$ cat config.mk
export PLATFORM = sky130hd
export DESIGN_NAME = axi_lite_led_slave_flat
export DESIGN_NICKNAME = d
export VERILOG_FILES = /design/src/rtl/led_regs_pkg.sv /design/src/rtl/axi_lite_led_slave_if.sv /design/src/rtl/blink_timer.sv /design/src/rtl/axi_lite_led_slave.sv /design/src/flat_wrapper.sv
export SDC_FILE = /design/constraint.sdc
export NUM_CORES = 1
export LEC_CHECK = 0
export CAP_MARGIN = 20
export CORE_MARGIN = 4
export CORE_UTILIZATION = 55
export CTS_BUF_LIST = sky130_fd_sc_hd__clkbuf_8
export CTS_CLUSTER_DIAMETER = 60
export DETAILED_ROUTE_END_ITERATION = 8
export PLACE_DENSITY_LB_ADDON = 0.12
export SYNTH_ARGS = -nofsm -noshare
export SYNTH_HDL_FRONTEND = slang
export SYNTH_SLANG_ARGS = --single-unit
$ cat constraint.sdc
create_clock -name aclk -period 5.5 [get_ports aclk]
set_input_delay 1.65 -clock aclk [delete_from_list [all_inputs] [get_ports aclk]]
set_output_delay 1.65 -clock aclk [all_outputs]
set_load 0.05 [all_outputs]
$ cat src/rtl/led_regs_pkg.sv
// Shared definitions for the AXI4-Lite LED register block.
//   OFF_*      : word offsets (addr[3:2]) of the four registers
//   resp_t     : AXI response codes used on B and R channels
//   byte_mask  : expands a 4-bit write strobe into a 32-bit bit mask
package led_regs_pkg;

    localparam logic [1:0] OFF_CTRL = 2'd0;
    localparam logic [1:0] OFF_STAT = 2'd1;
    localparam logic [1:0] OFF_DIV  = 2'd2;
    localparam logic [1:0] OFF_SCR  = 2'd3;

    typedef enum logic [1:0] {
        OKAY   = 2'b00,
        SLVERR = 2'b10
    } resp_t;

    function automatic logic [31:0] byte_mask(input logic [3:0] strb);
        logic [31:0] m;
        m = '0;
        for (int i = 0; i < 4; i++) begin
            m[8*i +: 8] = {8{strb[i]}};
        end
        return m;
    endfunction

endpackage

$ cat src/rtl/axi_lite_led_slave_if.sv
// AXI4-Lite bus bundle between the VIP master and the LED register block.
//   Write address : awaddr, awprot, awvalid, awready
//   Write data    : wdata, wstrb, wvalid, wready
//   Write response: bresp, bvalid, bready
//   Read address  : araddr, arprot, arvalid, arready
//   Read data     : rdata, rresp, rvalid, rready
//
// Handshake rule on every channel: a transfer happens on the rising clock
// edge where valid and ready are both 1. Once the source raises valid it
// keeps valid and its payload unchanged until that edge. The sink may
// change ready freely; no valid ever depends combinationally on a ready.
interface axi_lite_led_slave_if #(
    parameter int ADDR_W = 32
);
    logic [ADDR_W-1:0] awaddr;
    logic [2:0]        awprot;
    logic              awvalid;
    logic              awready;

    logic [31:0]       wdata;
    logic [3:0]        wstrb;
    logic              wvalid;
    logic              wready;

    logic [1:0]        bresp;
    logic              bvalid;
    logic              bready;

    logic [ADDR_W-1:0] araddr;
    logic [2:0]        arprot;
    logic              arvalid;
    logic              arready;

    logic [31:0]       rdata;
    logic [1:0]        rresp;
    logic              rvalid;
    logic              rready;

    modport master (
        output awaddr, awprot, awvalid, input awready,
        output wdata, wstrb, wvalid,     input wready,
        input  bresp, bvalid,            output bready,
        output araddr, arprot, arvalid,  input arready,
        input  rdata, rresp, rvalid,     output rready
    );

    modport slave (
        input  awaddr, awprot, awvalid, output awready,
        input  wdata, wstrb, wvalid,    output wready,
        output bresp, bvalid,           input  bready,
        input  araddr, arprot, arvalid, output arready,
        output rdata, rresp, rvalid,    input  rready
    );

endinterface

$ cat src/rtl/blink_timer.sv
// Half-period timer for the LED blink feature.
//   clk, rst_n : clock, asynchronous active-low reset
//   div        : half-period in clk cycles; 0 freezes the timer
//   restart    : pulse when div is rewritten; count restarts at 0, phase=1
//   phase      : current blink phase, toggles each time count wraps
module blink_timer #(
    parameter int DIV_W = 32
) (
    input  logic             clk,
    input  logic             rst_n,
    input  logic [DIV_W-1:0] div,
    input  logic             restart,
    output logic             phase
);

    logic [DIV_W-1:0] count_q;

    always_ff @(posedge clk or negedge rst_n) begin
        if (!rst_n) begin
            count_q <= '0;
            phase   <= 1'b0;
        end else if (restart) begin
            count_q <= '0;
            phase   <= 1'b1;
        end else if (div == '0) begin
            count_q <= '0;
        end else if (count_q >= div - DIV_W'(1)) begin
            // >= rather than == so a count left above a smaller div still wraps
            count_q <= '0;
            phase   <= ~phase;
        end else begin
            count_q <= count_q + DIV_W'(1);
        end
    end

endmodule

$ cat src/rtl/axi_lite_led_slave.sv
// AXI4-Lite responder exposing a four-word LED register file.
//   aclk, aresetn : clock, asynchronous active-low reset
//   s_axi         : AXI4-Lite slave port (see axi_lite_led_slave_if)
//   leds_o        : registered LED drive
// Register map (addr[3:2]): 0 CTRL rw, 1 STAT ro (live leds_o),
// 2 DIV rw (blink half-period, 0 = steady), 3 SCR rw scratch.
// addr[1:0] != 0 answers SLVERR without touching any register.
module axi_lite_led_slave
    import led_regs_pkg::*;
#(
    parameter int ADDR_W = 32,
    parameter int LED_W  = 4,
    parameter int DIV_W  = 32
) (
    input  logic                aclk,
    input  logic                aresetn,
    axi_lite_led_slave_if.slave s_axi,
    output logic [LED_W-1:0]    leds_o
);

    // Readies stay low while reset is asserted and for the first edge after.
    logic ready_en;

    // Write channel holding registers
    logic        aw_held;
    logic [3:0]  aw_addr_q;
    logic        w_held;
    logic [31:0] w_data_q;
    logic [3:0]  w_strb_q;
    logic        bvalid_q;
    resp_t       bresp_q;

    // Read channel registers
    logic        rvalid_q;
    resp_t       rresp_q;
    logic [31:0] rdata_q;

    // Register file
    logic [LED_W-1:0] ctrl_q;
    logic [DIV_W-1:0] div_q;
    logic [31:0]      scr_q;
    logic [LED_W-1:0] leds_q;
    logic             blink_phase;

    logic awready_c, wready_c, arready_c;
    logic aw_fire, w_fire, ar_fire;
    logic [3:0]  wr_addr;
    logic [31:0] wr_data;
    logic [3:0]  wr_strb;
    logic [31:0] wr_mask;
    logic        commit, wr_ok;
    logic        wr_ctrl, wr_div, wr_scr;
    logic [LED_W-1:0] ctrl_d;
    logic [DIV_W-1:0] div_d;
    logic [31:0]      scr_d;
    logic [31:0]      rd_data_c;
    resp_t            rd_resp_c;

    // Upper address bits and protection fields carry no meaning here.
    logic [ADDR_W-1:0] unused_addr;
    logic              unused_prot;
    assign unused_addr = s_axi.awaddr | s_axi.araddr;
    assign unused_prot = ^{s_axi.awprot, s_axi.arprot};

    // ---------------- handshakes ----------------
    assign awready_c = ready_en && !aw_held && !bvalid_q;
    assign wready_c  = ready_en && !w_held  && !bvalid_q;
    assign arready_c = ready_en && !rvalid_q;

    assign aw_fire = s_axi.awvalid && awready_c;
    assign w_fire  = s_axi.wvalid  && wready_c;
    assign ar_fire = s_axi.arvalid && arready_c;

    // A write commits on the first edge where address and data are both
    // available, either from the holding registers or firing this cycle.
    assign wr_addr = aw_held ? aw_addr_q : s_axi.awaddr[3:0];
    assign wr_data = w_held  ? w_data_q  : s_axi.wdata;
    assign wr_strb = w_held  ? w_strb_q  : s_axi.wstrb;
    assign commit  = (aw_held || aw_fire) && (w_held || w_fire) && !bvalid_q;
    assign wr_ok   = commit && (wr_addr[1:0] == 2'b00);

    assign wr_ctrl = wr_ok && (wr_addr[3:2] == OFF_CTRL);
    assign wr_div  = wr_ok && (wr_addr[3:2] == OFF_DIV);
    assign wr_scr  = wr_ok && (wr_addr[3:2] == OFF_SCR);

    assign wr_mask = byte_mask(wr_strb);
    assign ctrl_d  = (ctrl_q & ~wr_mask[LED_W-1:0]) | (wr_data[LED_W-1:0] & wr_mask[LED_W-1:0]);
    assign div_d   = (div_q  & ~wr_mask[DIV_W-1:0]) | (wr_data[DIV_W-1:0] & wr_mask[DIV_W-1:0]);
    assign scr_d   = (scr_q  & ~wr_mask) | (wr_data & wr_mask);

    always_ff @(posedge aclk or negedge aresetn) begin
        if (!aresetn) begin
            ready_en  <= 1'b0;
            aw_held   <= 1'b0;
            aw_addr_q <= '0;
            w_held    <= 1'b0;
            w_data_q  <= '0;
            w_strb_q  <= '0;
            bvalid_q  <= 1'b0;
            bresp_q   <= OKAY;
        end else begin
            ready_en <= 1'b1;
            if (commit) begin
                aw_held <= 1'b0;
                w_held  <= 1'b0;
            end else begin
                if (aw_fire) begin
                    aw_held   <= 1'b1;
                    aw_addr_q <= s_axi.awaddr[3:0];
                end
                if (w_fire) begin
                    w_held   <= 1'b1;
                    w_data_q <= s_axi.wdata;
                    w_strb_q <= s_axi.wstrb;
                end
            end

            if (commit) begin
                bvalid_q <= 1'b1;
                bresp_q  <= (wr_addr[1:0] == 2'b00) ? OKAY : SLVERR;
            end else if (bvalid_q && s_axi.bready) begin
                bvalid_q <= 1'b0;
            end
        end
    end

    // ---------------- read path ----------------
    // Captured from the register values before any write on the same edge.
    always_comb begin
        rd_data_c = '0;
        rd_resp_c = OKAY;
        if (s_axi.araddr[1:0] != 2'b00) begin
            rd_resp_c = SLVERR;
        end else begin
            case (s_axi.araddr[3:2])
                OFF_CTRL: rd_data_c = 32'(ctrl_q);
                OFF_STAT: rd_data_c = 32'(leds_q);
                OFF_DIV:  rd_data_c = 32'(div_q);
                OFF_SCR:  rd_data_c = scr_q;
                default:  rd_data_c = '0;
            endcase
        end
    end

    always_ff @(posedge aclk or negedge aresetn) begin
        if (!aresetn) begin
            rvalid_q <= 1'b0;
            rresp_q  <= OKAY;
            rdata_q  <= '0;
        end else if (ar_fire) begin
            rvalid_q <= 1'b1;
            rresp_q  <= rd_resp_c;
            rdata_q  <= rd_data_c;
        end else if (rvalid_q && s_axi.rready) begin
            rvalid_q <= 1'b0;
        end
    end

    // ---------------- register file and LED drive ----------------
    always_ff @(posedge aclk or negedge aresetn) begin
        if (!aresetn) begin
            ctrl_q <= '0;
            div_q  <= '0;
            scr_q  <= '0;
            leds_q <= '0;
        end else begin
            if (wr_ctrl) ctrl_q <= ctrl_d;
            if (wr_div)  div_q  <= div_d;
            if (wr_scr)  scr_q  <= scr_d;
            leds_q <= ctrl_q & {LED_W{blink_phase || (div_q == '0)}};
        end
    end

    blink_timer #(
        .DIV_W(DIV_W)
    ) u_blink (
        .clk    (aclk),
        .rst_n  (aresetn),
        .div    (div_q),
        .restart(wr_div),
        .phase  (blink_phase)
    );

    assign s_axi.awready = awready_c;
    assign s_axi.wready  = wready_c;
    assign s_axi.bvalid  = bvalid_q;
    assign s_axi.bresp   = bresp_q;
    assign s_axi.arready = arready_c;
    assign s_axi.rvalid  = rvalid_q;
    assign s_axi.rresp   = rresp_q;
    assign s_axi.rdata   = rdata_q;
    assign leds_o        = leds_q;

endmodule

$ cat src/flat_wrapper.sv
// flat-port wrapper written by rule: the top's interface ports become plain ports
module axi_lite_led_slave_flat import led_regs_pkg::*;
#(
    parameter int ADDR_W = 32,
    parameter int LED_W  = 4,
    parameter int DIV_W  = 32
)
  (aclk, aresetn, leds_o, s_axi_awaddr, s_axi_awprot, s_axi_awvalid, s_axi_awready, s_axi_wdata, s_axi_wstrb, s_axi_wvalid, s_axi_wready, s_axi_bresp, s_axi_bvalid, s_axi_bready, s_axi_araddr, s_axi_arprot, s_axi_arvalid, s_axi_arready, s_axi_rdata, s_axi_rresp, s_axi_rvalid, s_axi_rready);
  axi_lite_led_slave_if #(.ADDR_W(ADDR_W)) s_axi_i ();
  input  logic aclk;
  input  logic aresetn;
  output logic [LED_W-1:0] leds_o;
  input wire logic [$bits(s_axi_i.awaddr)-1:0] s_axi_awaddr;
  input wire logic [$bits(s_axi_i.awprot)-1:0] s_axi_awprot;
  input wire logic [$bits(s_axi_i.awvalid)-1:0] s_axi_awvalid;
  output wire logic [$bits(s_axi_i.awready)-1:0] s_axi_awready;
  input wire logic [$bits(s_axi_i.wdata)-1:0] s_axi_wdata;
  input wire logic [$bits(s_axi_i.wstrb)-1:0] s_axi_wstrb;
  input wire logic [$bits(s_axi_i.wvalid)-1:0] s_axi_wvalid;
  output wire logic [$bits(s_axi_i.wready)-1:0] s_axi_wready;
  output wire logic [$bits(s_axi_i.bresp)-1:0] s_axi_bresp;
  output wire logic [$bits(s_axi_i.bvalid)-1:0] s_axi_bvalid;
  input wire logic [$bits(s_axi_i.bready)-1:0] s_axi_bready;
  input wire logic [$bits(s_axi_i.araddr)-1:0] s_axi_araddr;
  input wire logic [$bits(s_axi_i.arprot)-1:0] s_axi_arprot;
  input wire logic [$bits(s_axi_i.arvalid)-1:0] s_axi_arvalid;
  output wire logic [$bits(s_axi_i.arready)-1:0] s_axi_arready;
  output wire logic [$bits(s_axi_i.rdata)-1:0] s_axi_rdata;
  output wire logic [$bits(s_axi_i.rresp)-1:0] s_axi_rresp;
  output wire logic [$bits(s_axi_i.rvalid)-1:0] s_axi_rvalid;
  input wire logic [$bits(s_axi_i.rready)-1:0] s_axi_rready;
  assign s_axi_i.awaddr = s_axi_awaddr;
  assign s_axi_i.awprot = s_axi_awprot;
  assign s_axi_i.awvalid = s_axi_awvalid;
  assign s_axi_awready = s_axi_i.awready;
  assign s_axi_i.wdata = s_axi_wdata;
  assign s_axi_i.wstrb = s_axi_wstrb;
  assign s_axi_i.wvalid = s_axi_wvalid;
  assign s_axi_wready = s_axi_i.wready;
  assign s_axi_bresp = s_axi_i.bresp;
  assign s_axi_bvalid = s_axi_i.bvalid;
  assign s_axi_i.bready = s_axi_bready;
  assign s_axi_i.araddr = s_axi_araddr;
  assign s_axi_i.arprot = s_axi_arprot;
  assign s_axi_i.arvalid = s_axi_arvalid;
  assign s_axi_arready = s_axi_i.arready;
  assign s_axi_rdata = s_axi_i.rdata;
  assign s_axi_rresp = s_axi_i.rresp;
  assign s_axi_rvalid = s_axi_i.rvalid;
  assign s_axi_i.rready = s_axi_rready;
  axi_lite_led_slave #(.ADDR_W(ADDR_W), .LED_W(LED_W), .DIV_W(DIV_W)) u_core (.aclk(aclk), .aresetn(aresetn), .s_axi(s_axi_i), .leds_o(leds_o));
endmodule
; Word level (Yosys, flattened, before mapping)
; Index checks and enable logic that the tools add are counted.
[op_classes]
add_sub_neg = 2
n_lt_le_gt_ge = 1
n_eq_ne = 6
mux = 21
n_bitwise = 13
reduce_logical = 36
[op_table]
columns = op, count
row1 = $mux 32, 5
row2 = $pmux 32 s4, 1
row3 = $and 32x32->32, 3
row4 = $or 32x32->32, 2
row5 = $add 32x1->32 const B, 1
row6 = $ge 32x32->1, 1
row7 = $logic_not 32->1, 1
row8 = $not 32->32, 1
row9 = $sub 32x1->32 const B, 1
row10 = $logic_and 1x1->1, 16
row11 = $and 4x4->4, 3
row12 = $reduce_bool 2->1, 6
row13 = $mux 1, 11
row14 = $eq 2x2->1 const B, 4
row15 = $mux 4, 2
row16 = $logic_not 2->1, 3
row17 = $reduce_and 2->1, 3
row18 = $logic_not 1->1, 4
row19 = $mux 2, 2
row20 = $not 4->4, 1
row21 = $or 4x4->4, 1
row22 = $logic_or 1x1->1, 3
row23 = $eq 2x1->1 const B, 1
row24 = $ne 2x2->1 const B, 1
row25 = $not 1->1, 2
[totals]
ff_bits = 186
inputBits = 113
output_inout_bits = 45
wordCells = 96

; Logic depth before layout (Yosys ltp)
; Gate-level depths: netlist (run 1).
[logic_depth]
depth_word = 11
mapped_depth = 16

; By module
; From an unflattened synthesis (run 1), not the netlist that was laid out.
[hier_totals]
cells_unflattened = 807
hier_area_um2 = 9461.6
[modules_own_cells]
columns = module, n_inst, cells_per_inst, area_each_um2
row1 = axi_lite_led_slave, 1, 483, 6625.1
row2 = blink_timer, 1, 324, 2836.5

; Worst setup path after synthesis (run 1)
; No wires, ideal clock.
[synth_path]
kind = flip-flop to flip-flop
from = reg (tool-made name)
to = reg u_core.u_blink.count_q[11]
t_arrival_ns = 4.061
required_time_ns = 5.427
setup_slack_ns = 1.366
stages_incl_launch_ff = 17
period_less_slack_ns = 4.134
path_cell_list = dfrtp_1 > nor4_2 > nand3_1 > or3_1 > clkbuf_1 > or4_4 > nor3_1 > xnor2_1 > ha_1 > nand4_1 > nor2_1 > a221o_1 > nor3_1 > or4b_1 > buf_6 > buf_6 > nor2_1
[synth_lines]
columns = item, line_no
row1 = to (signal assigned), blink_timer.sv:32  ; count_q <= count_q + DIV_W'(1);
row2 = to (decl), blink_timer.sv:16  ; logic [DIV_W-1:0] count_q;

==> results by group, run 1 <==
Run status
  – Outcome: finished, final reports clean

Placed design
  – Routability congestion estimate: just over 0.8
  – Pre-CTS WS: around 0.58 ns
  – IO Port Bufs: 93
  – Placed inst area: approximately 10000 sq um
  – DP HPWL: 15600 um

Yosys
  – EDFF count, synth: 0
  – Synth cell types: 50
  – Mapped Avg Cell Area: around 12 sq um
  – Syn. warnings: 0
  – Commonest register cell after synthesis: dfrtp_1
  – Post-synthesis cell area: 9280 sq um
  – Mapped Cells: roughly 790
  – Sequential-to-total area share from yosys stat: 0.496
  – FFs w/ async S/R, synth: 1.00
  – Yosys reg bits: between 150 and 200

Floorplanning
  – Starting density of the core: 0.560
  – DIE HEIGHT: between 100 and 150 um
  – Die width: approximately 140 um
  – I/O Pins: 158
  – Total die area: ~19000 sq um
  – Core area: around 17000 sq um
  – # rows: 47

Layout
  – Post-route cell area: 10900 sq um
  – Fill cell count: 1266
  – Multi-input gate area: between 4000 and 5000 sq um
  – Inserted Diodes: 0
  – Fin util: 0.656
  – Layout cells sized above 1: 0.223
  – Commonest cells after routing, fill and taps aside: dfrtp_1 (184), mux2_2 (144), clkdlybuf4s50_1 (91)
  – Nets: 1036
  – Most common cell after layout, fill and taps aside: dfrtp_1
  – Register Area: 4600 sq um
  – P&R area growth vs syn: 17.1%

Clock network
  – CTS Hold Bufs: 0
  – Clk_lat worst skew: around 0.47 ns
  – Post-CTS Setup Bufs: 0
  – CTS clock-pin slew for the worst setup and hold paths: ~0.1 ns
  – Root buffer cell: clkbuf_8
  – CTS sink cnt: approximately 180
  – Clock Path Buffers: 2
  – CTS H-tree lvls: 4
  – TritonCTS Buffers: 17
  – Post-CTS sizing: 0
  – CTS tree: yes

GRT
  – Pin count of the biggest net entering global routing: 103
  – Vias in the first global route: between 6000 and 7000
  – Initial antenna violation count: 0
  – First-pass GRT wire length: about 35000 um
  – Total congestion overflow: 0
  – Total global routing track utilization: 0.237

Drt
  – Post-route ant nets: 0
  – Router iterations before antenna repair: 5
  – DRT iter0 DRCs: between 300 and 400
  – Number of remaining DRC errors: 0
  – Wire per inst: between 15 and 20 um
  – Vias per cell: about 5.8
  – Via count: approximately 6500
  – WL final: approximately 21000 um

Pwr
  – PwrDens: ~430 nW/um^2
  – Maximum vdd ir drop: between 200 and 250 uV
  – Power Total: 0.00470 W
  – Leak Pwr: a little under 5 nW

STA
  – Final worst setup slack: about 0.57 ns
  – Clock Skews: 0.0168 ns
  – RSZ-0062 raised after global routing: false
  – Count of final hold-check violations: 0
  – Final Cycle Share: 0.897
  – Fmax: 0.203 GHz
  – Worst-Margin Slew: 1.11 ns
  – Final setup viols: 0
  – Final setup TNS: 0 ns
  – Max_slew headroom: 0.257
  – Final Max Slew Viols: 0
  – Fin crit period: a little under 5 ns

Worst hold path
  – Worst hold path cell count: 2
  – Hold_sp: u_core.s_axi.bresp[1]$_DFFE_PN0P_
  – Worst min-delay path class: flip-flop to flip-flop
  – Hold Crit Endpoint: u_core.s_axi.bresp[1]$_DFFE_PN0P_

Critical path
  – Startpoint types: flip-flop
  – Worst-case reg-to-reg path depth: 13
  – Arrival @ worst endpoint: between 5 and 6 ns
  – Worst path required time: 5.81 ns
  – Flop2flop setup slack: 0.57 ns
  – Critical path class: flip-flop to flip-flop
  – Crit-path max FO: 32
  – Critical R2R Capture: u_core.u_blink.count_q[29]$_DFF_PN0_
  – CP Capture Type: flip-flop

Flow run
  – Max-capacitance violation count: 0
## per-layer routing
| layer | up-vias | track usage | share of wire |
|---|---|---|---|
| li1 | 3005 | - | - |
| met1 | 3333 | 0.323 | 0.46 |
| met2 | 116 | 0.393 | 0.50 |
| met3 | 17 | 0.0439 | 0.031 |
| met4 | 0 | 0.0609 | 0.012 |
| met5 | - | 0 | 0 |
## layout make-up
cell class / instances / area share
Clock buffer: 17 / 0.0215
Clock inverter: 15 / 0.0189
Inverter: 15 / 0.00518
Multi-Input combinational cell: 567 / 0.413
Sequential cell: 184 / 0.424
Tap cell: 220 / 0.0253
Timing Repair Buffer: 104 / 0.0929
## logic make-up after synthesis
family          count (synthesis)  synth area share
simple gates                  224             0.120
flops                         184             0.496
mux                           179             0.218
compound gates                 70            0.0446
xor+xnor                       57            0.0538
buf+inv                        42            0.0210
fa+ha+maj                      34            0.0458
other cells                     2          0.000809
## report_power, final
group | internal (W) | total [W] | switching [W]
logic | 0.000831 | 0.00179 | 0.000956
registers | 0.00164 | 0.00190 | 0.000252
clock network | 0.000471 | 0.00101 | 0.000541
## critical path: stages, from the launching register on
cell and delay (ns):
dfrtp_1 0.46, nor4_2 0.39, nand3_1 0.23, or3_1 0.51, or4_4 0.59, nor3_1 0.23
xnor2_1 0.11, ha_1 0.32, nand4_1 0.16, nor4_1 0.39, nand4_1 0.18, a21oi_1 0.19
or4b_1 0.86, nor2_1 0.14
## synth_stat cells (3+ instances only)
cell,instances,share of area
mux4_2,4,0.0097
nor4_1,6,0.0040
a21o_1,3,0.0024
xnor2_1,32,0.030
o21ai_0,35,0.019
or3_1,4,0.0027
xor2_1,25,0.024
nand2_1,66,0.027
or4_4,3,0.0036
ha_1,34,0.046
nor3_1,18,0.0097
mux2i_1,31,0.033
dfrtp_1,184,0.50
clkbuf_1,19,0.0077
or4_1,4,0.0032
nor3b_1,4,0.0032
nand3_1,16,0.0086
nor2b_1,7,0.0047
mux2_2,144,0.17
a21oi_1,18,0.0097
inv_1,15,0.0061
nor2_1,64,0.026
buf_6,4,0.0049
nand4_1,15,0.010
a22o_1,4,0.0038
## through the flow
step	instances	hold slack [ns]
final	1122	0.490
after global routing	1122	0.524
after CTS	1122	0.496
after detailed placement	1090	0.471
after global placement	1090	0.468
after floorplan	793	0.468
## worst max-delay path by stage
stage / from / to / slack (ns) / cells past startpoint
6_report: flip-flop / u_core.u_blink.count_q[29]$_DFF_PN0_ / 0.57 / 13
5_1_grt: flip-flop / u_core.u_blink.count_q[26]$_DFF_PN0_ / 0.26 / 13
4_1_cts: flip-flop / u_core.u_blink.count_q[26]$_DFF_PN0_ / 0.58 / 13
3_5_place_dp: flip-flop / u_core.u_blink.count_q[26]$_DFF_PN0_ / 0.58 / 13
3_3_place_gp: flip-flop / u_core.u_blink.count_q[7]$_DFF_PN0_ / 0.71 / 13
2_1_floorplan: flip-flop / u_core.u_blink.count_q[11]$_DFF_PN0_ / 1.37 / 16
Power figures use the tool's default switching activity.
==> run 2: changes to the inputs <==
Settings changed: CORE_UTILIZATION 55 to 50.
Clock period 5.5 ns to 3.98 ns, I/O delays scaled along.
==> run 2 against run 1 <==
Effect of this change: sequential power rose by 35%; the run now ends with setup timing left; count of clock-buffer cells in the layout rose by 1; utilization fell by 3.7 points; maximum frequency rose by 19%; total power rose by 43%; non-clock buffer count rose by 40; highest routed layer unchanged; flip-flop and latch count did not move; clock power rose by 17%; combinational power rose by 65%; clock skew fell by 0.0022 ns; design area rose by 3.0%.
==> results by group, run 2 (synthesized netlist as in run 1, its figures left out) <==
Floorplanning
  – DIE HEIGHT: 144 um (was 138 um)
  – Die width: 144 um (was 138 um)
  – Core area: 18100 sq um (was 16600 sq um)
  – I/O Pins: 158 (unchanged)
  – # rows: 49 (was 47)
  – Starting density of the core: 0.513 (was 0.560)
  – Total die area: 20800 sq um (was 19000 sq um)

GRT
  – Total congestion overflow: 0 (unchanged)
  – Vias in the first global route: 7078 (was 6732)
  – Initial antenna violation count: 0 (unchanged)
  – Pin count of the biggest net entering global routing: 81 (was 103)
  – Total global routing track utilization: 0.225 (was 0.237)
  – First-pass GRT wire length: 36600 um (was 34800 um)

STA
  – Max_slew headroom: 0.457 (was 0.257)
  – Count of final hold-check violations: 0 (unchanged)
  – RSZ-0062 raised after global routing: true (was false)
  – Final setup viols: 32 (was 0)
  – Worst-Margin Slew: 0.809 ns (was 1.11 ns)
  – Clock Skews: 0.0145 ns (was 0.0168 ns)
  – Fmax: 0.241 GHz (was 0.203 GHz)
  – Final worst setup slack: -0.169 ns (was 0.568 ns)
  – Final Cycle Share: 1.04 (was 0.897)
  – Fin crit period: 4.15 ns (was 4.93 ns)
  – Final setup TNS: -4.74 ns (was 0 ns)
  – Final Max Slew Viols: 0 (unchanged)

Placed design
  – Placed inst area: 10800 sq um (was 10400 sq um)
  – Pre-CTS WS: -0.266 ns (was 0.578 ns)
  – DP HPWL: 16600 um (was 15600 um)
  – Routability congestion estimate: 0.857 (was 0.814)
  – IO Port Bufs: 93 (unchanged)
  – Placed insts: 1136 (was 1090)

Layout
  – Nets: 1076 (was 1036)
  – P&R area growth vs syn: 20.6% (was 17.1%)
  – Layout cells sized above 1: 0.265 (was 0.223)
  – Inserted Diodes: 0 (unchanged)
  – Fin util: 0.619 (was 0.656)
  – Cell Count, Final, Fillers Out: 1171 (was 1122)
  – Commonest cells after routing, fill and taps aside: dfrtp_1 (184), mux2_2 (144), clkdlybuf4s50_1 (91) (unchanged)
  – Most common cell after layout, fill and taps aside: dfrtp_1 (unchanged)
  – Post-route cell area: 11200 sq um (was 10900 sq um)
  – Fill cell count: 1449 (was 1266)

Pwr
  – Leak Pwr: 5.13 nW (was 4.95 nW)
  – Sw frac: 0.378 (was 0.373)
  – Cell internal pwr: 0.00417 W (was 0.00295 W)
  – Maximum vdd ir drop: 324 uV (was 247 uV)
  – P_sw: 0.00254 W (was 0.00175 W)
  – Clock group share of total power: 0.176 (was 0.216)
  – PwrDens: 599 nW/um^2 (was 432 nW/um^2)
  – Seq pwr share: 0.383 (was 0.404)
  – Combinational power share: 0.441 (was 0.380)

Critical path
  – Flop2flop setup slack: -0.17 ns (was 0.57 ns)
  – Arrival @ worst endpoint: 4.55 ns (was 5.24 ns)
  – Startpoint types: flip-flop (unchanged)
  – Worst path required time: 4.38 ns (was 5.81 ns)
  – Critical path class: flip-flop to flip-flop (unchanged)
  – Crit-path max FO: 32 (unchanged)
  – CP Capture Type: flip-flop (unchanged)

Worst hold path
  – Hold_sp: u_core.s_axi.rdata[5]$_DFFE_PN0P_ (was u_core.s_axi.bresp[1]$_DFFE_PN0P_)
  – Worst min-delay path class: flip-flop to flip-flop (unchanged)

Drt
  – Wire per inst: 19.0 um (was 19.1 um)
  – WL final: 22300 um (was 21500 um)
  – Via count: 6571 (was 6471)
  – DRT iter0 DRCs: 342 (was 351)
  – Router iterations before antenna repair: 5 (unchanged)
  – Vias per cell: 5.61 (was 5.77)
  – Number of remaining DRC errors: 0 (unchanged)
  – Post-route ant nets: 0 (unchanged)

Clock network
  – CTS clock-pin slew for the worst setup and hold paths: 0.09 ns (was 0.10 ns)
  – TritonCTS Buffers: 17 (unchanged)
  – Root buffer cell: clkbuf_8 (unchanged)
  – CTS H-tree lvls: 4 (unchanged)
  – CTS tree: yes (unchanged)
  – Clk_lat worst skew: 0.47 ns (about the same)
  – Clock Path Buffers: 2 (unchanged)
  – CTS sink cnt: 184 (unchanged)

Run status
  – Outcome: finished with violations (was finished, final reports clean)
  – Violations in the final reports: setup timing

Flow run
  – Max-capacitance violation count: 0 (unchanged)
[run 2: area by class of cell]
| cell class | instances | area [sq um] | area share |
|---|---|---|---|
| Timing Repair Buffer | 144 | 1320 | 0.118 |
| Clock inverter | 14 | 115 | 0.0103 |
| Tap cell | 229 | 287 | 0.0256 |
| Sequential cell | 184 | 4600 | 0.411 |
| Multi-Input combinational cell | 567 | 4560 | 0.407 |
| Clock buffer | 18 | 248 | 0.0221 |
| Inverter | 15 | 56.3 | 0.00503 |
[run 2: power by group through the flow]
stage | registers [W] | clock network [W] | logic [W]
5_1_grt | 0.00261 | 0.00129 | 0.00323
2_1_floorplan | 0.00266 | 0 | 0.00181
3_3_place_gp | 0.00257 | 0 | 0.00270
4_1_cts | 0.00256 | 0.00122 | 0.00289
3_5_place_dp | 0.00259 | 0 | 0.00283
6_report | 0.00257 | 0.00118 | 0.00296
[run 2: per-layer routing]
metal	routed length, um	up-vias	global-route usage
li1	-	3070	-
met1	10600	3355	0.314
met2	10600	129	0.361
met3	780	17	0.0476
met4	257	0	0.0599
met5	0	-	0
[run 2: worst paths after layout]
| kind | to | depth (start not counted) |
|---|---|---|
| max in group asynchronous | u_core.s_axi.rdata[2]$_DFFE_PN0P_ | 2 |
| hold / removal | u_core.s_axi.rdata[5]$_DFFE_PN0P_ | 2 |
| setup / recovery | u_core.u_blink.count_q[7]$_DFF_PN0_ | 13 |
| hold reg to reg | u_core.s_axi.rdata[5]$_DFFE_PN0P_ | 2 |
| setup reg to reg | u_core.u_blink.count_q[7]$_DFF_PN0_ | 13 |
| min in group asynchronous | u_core.s_axi.rdata[25]$_DFFE_PN0P_ | 1 |
[run 2: timing repair]
action,CTS,global route
hold buffers,0,0
resized for setup,4,4
setup endpoints to repair,33,33
pin swaps,0,2
setup buffers,2,1
[run 2: critical path: stages, from the launching register on]
cell	delay, ns
dfrtp_1	0.39
or4_4	0.55
or3_4	0.39
or4_4	0.57
nor4_4	0.20
xnor2_2	0.15
ha_1	0.27
nand4_1	0.14
nor2_1	0.06
a221o_1	0.33
nor3_2	0.20
or4b_4	0.50
buf_12	0.18
nor2_1	0.12
[run 2: stage by stage]
stage,total power (W),hold WS [ns]
6_report,0.00671,0.497
3_3_place_gp,0.00527,0.471
4_1_cts,0.00667,0.500
2_1_floorplan,0.00447,0.468
5_1_grt,0.00714,0.513
3_5_place_dp,0.00542,0.476
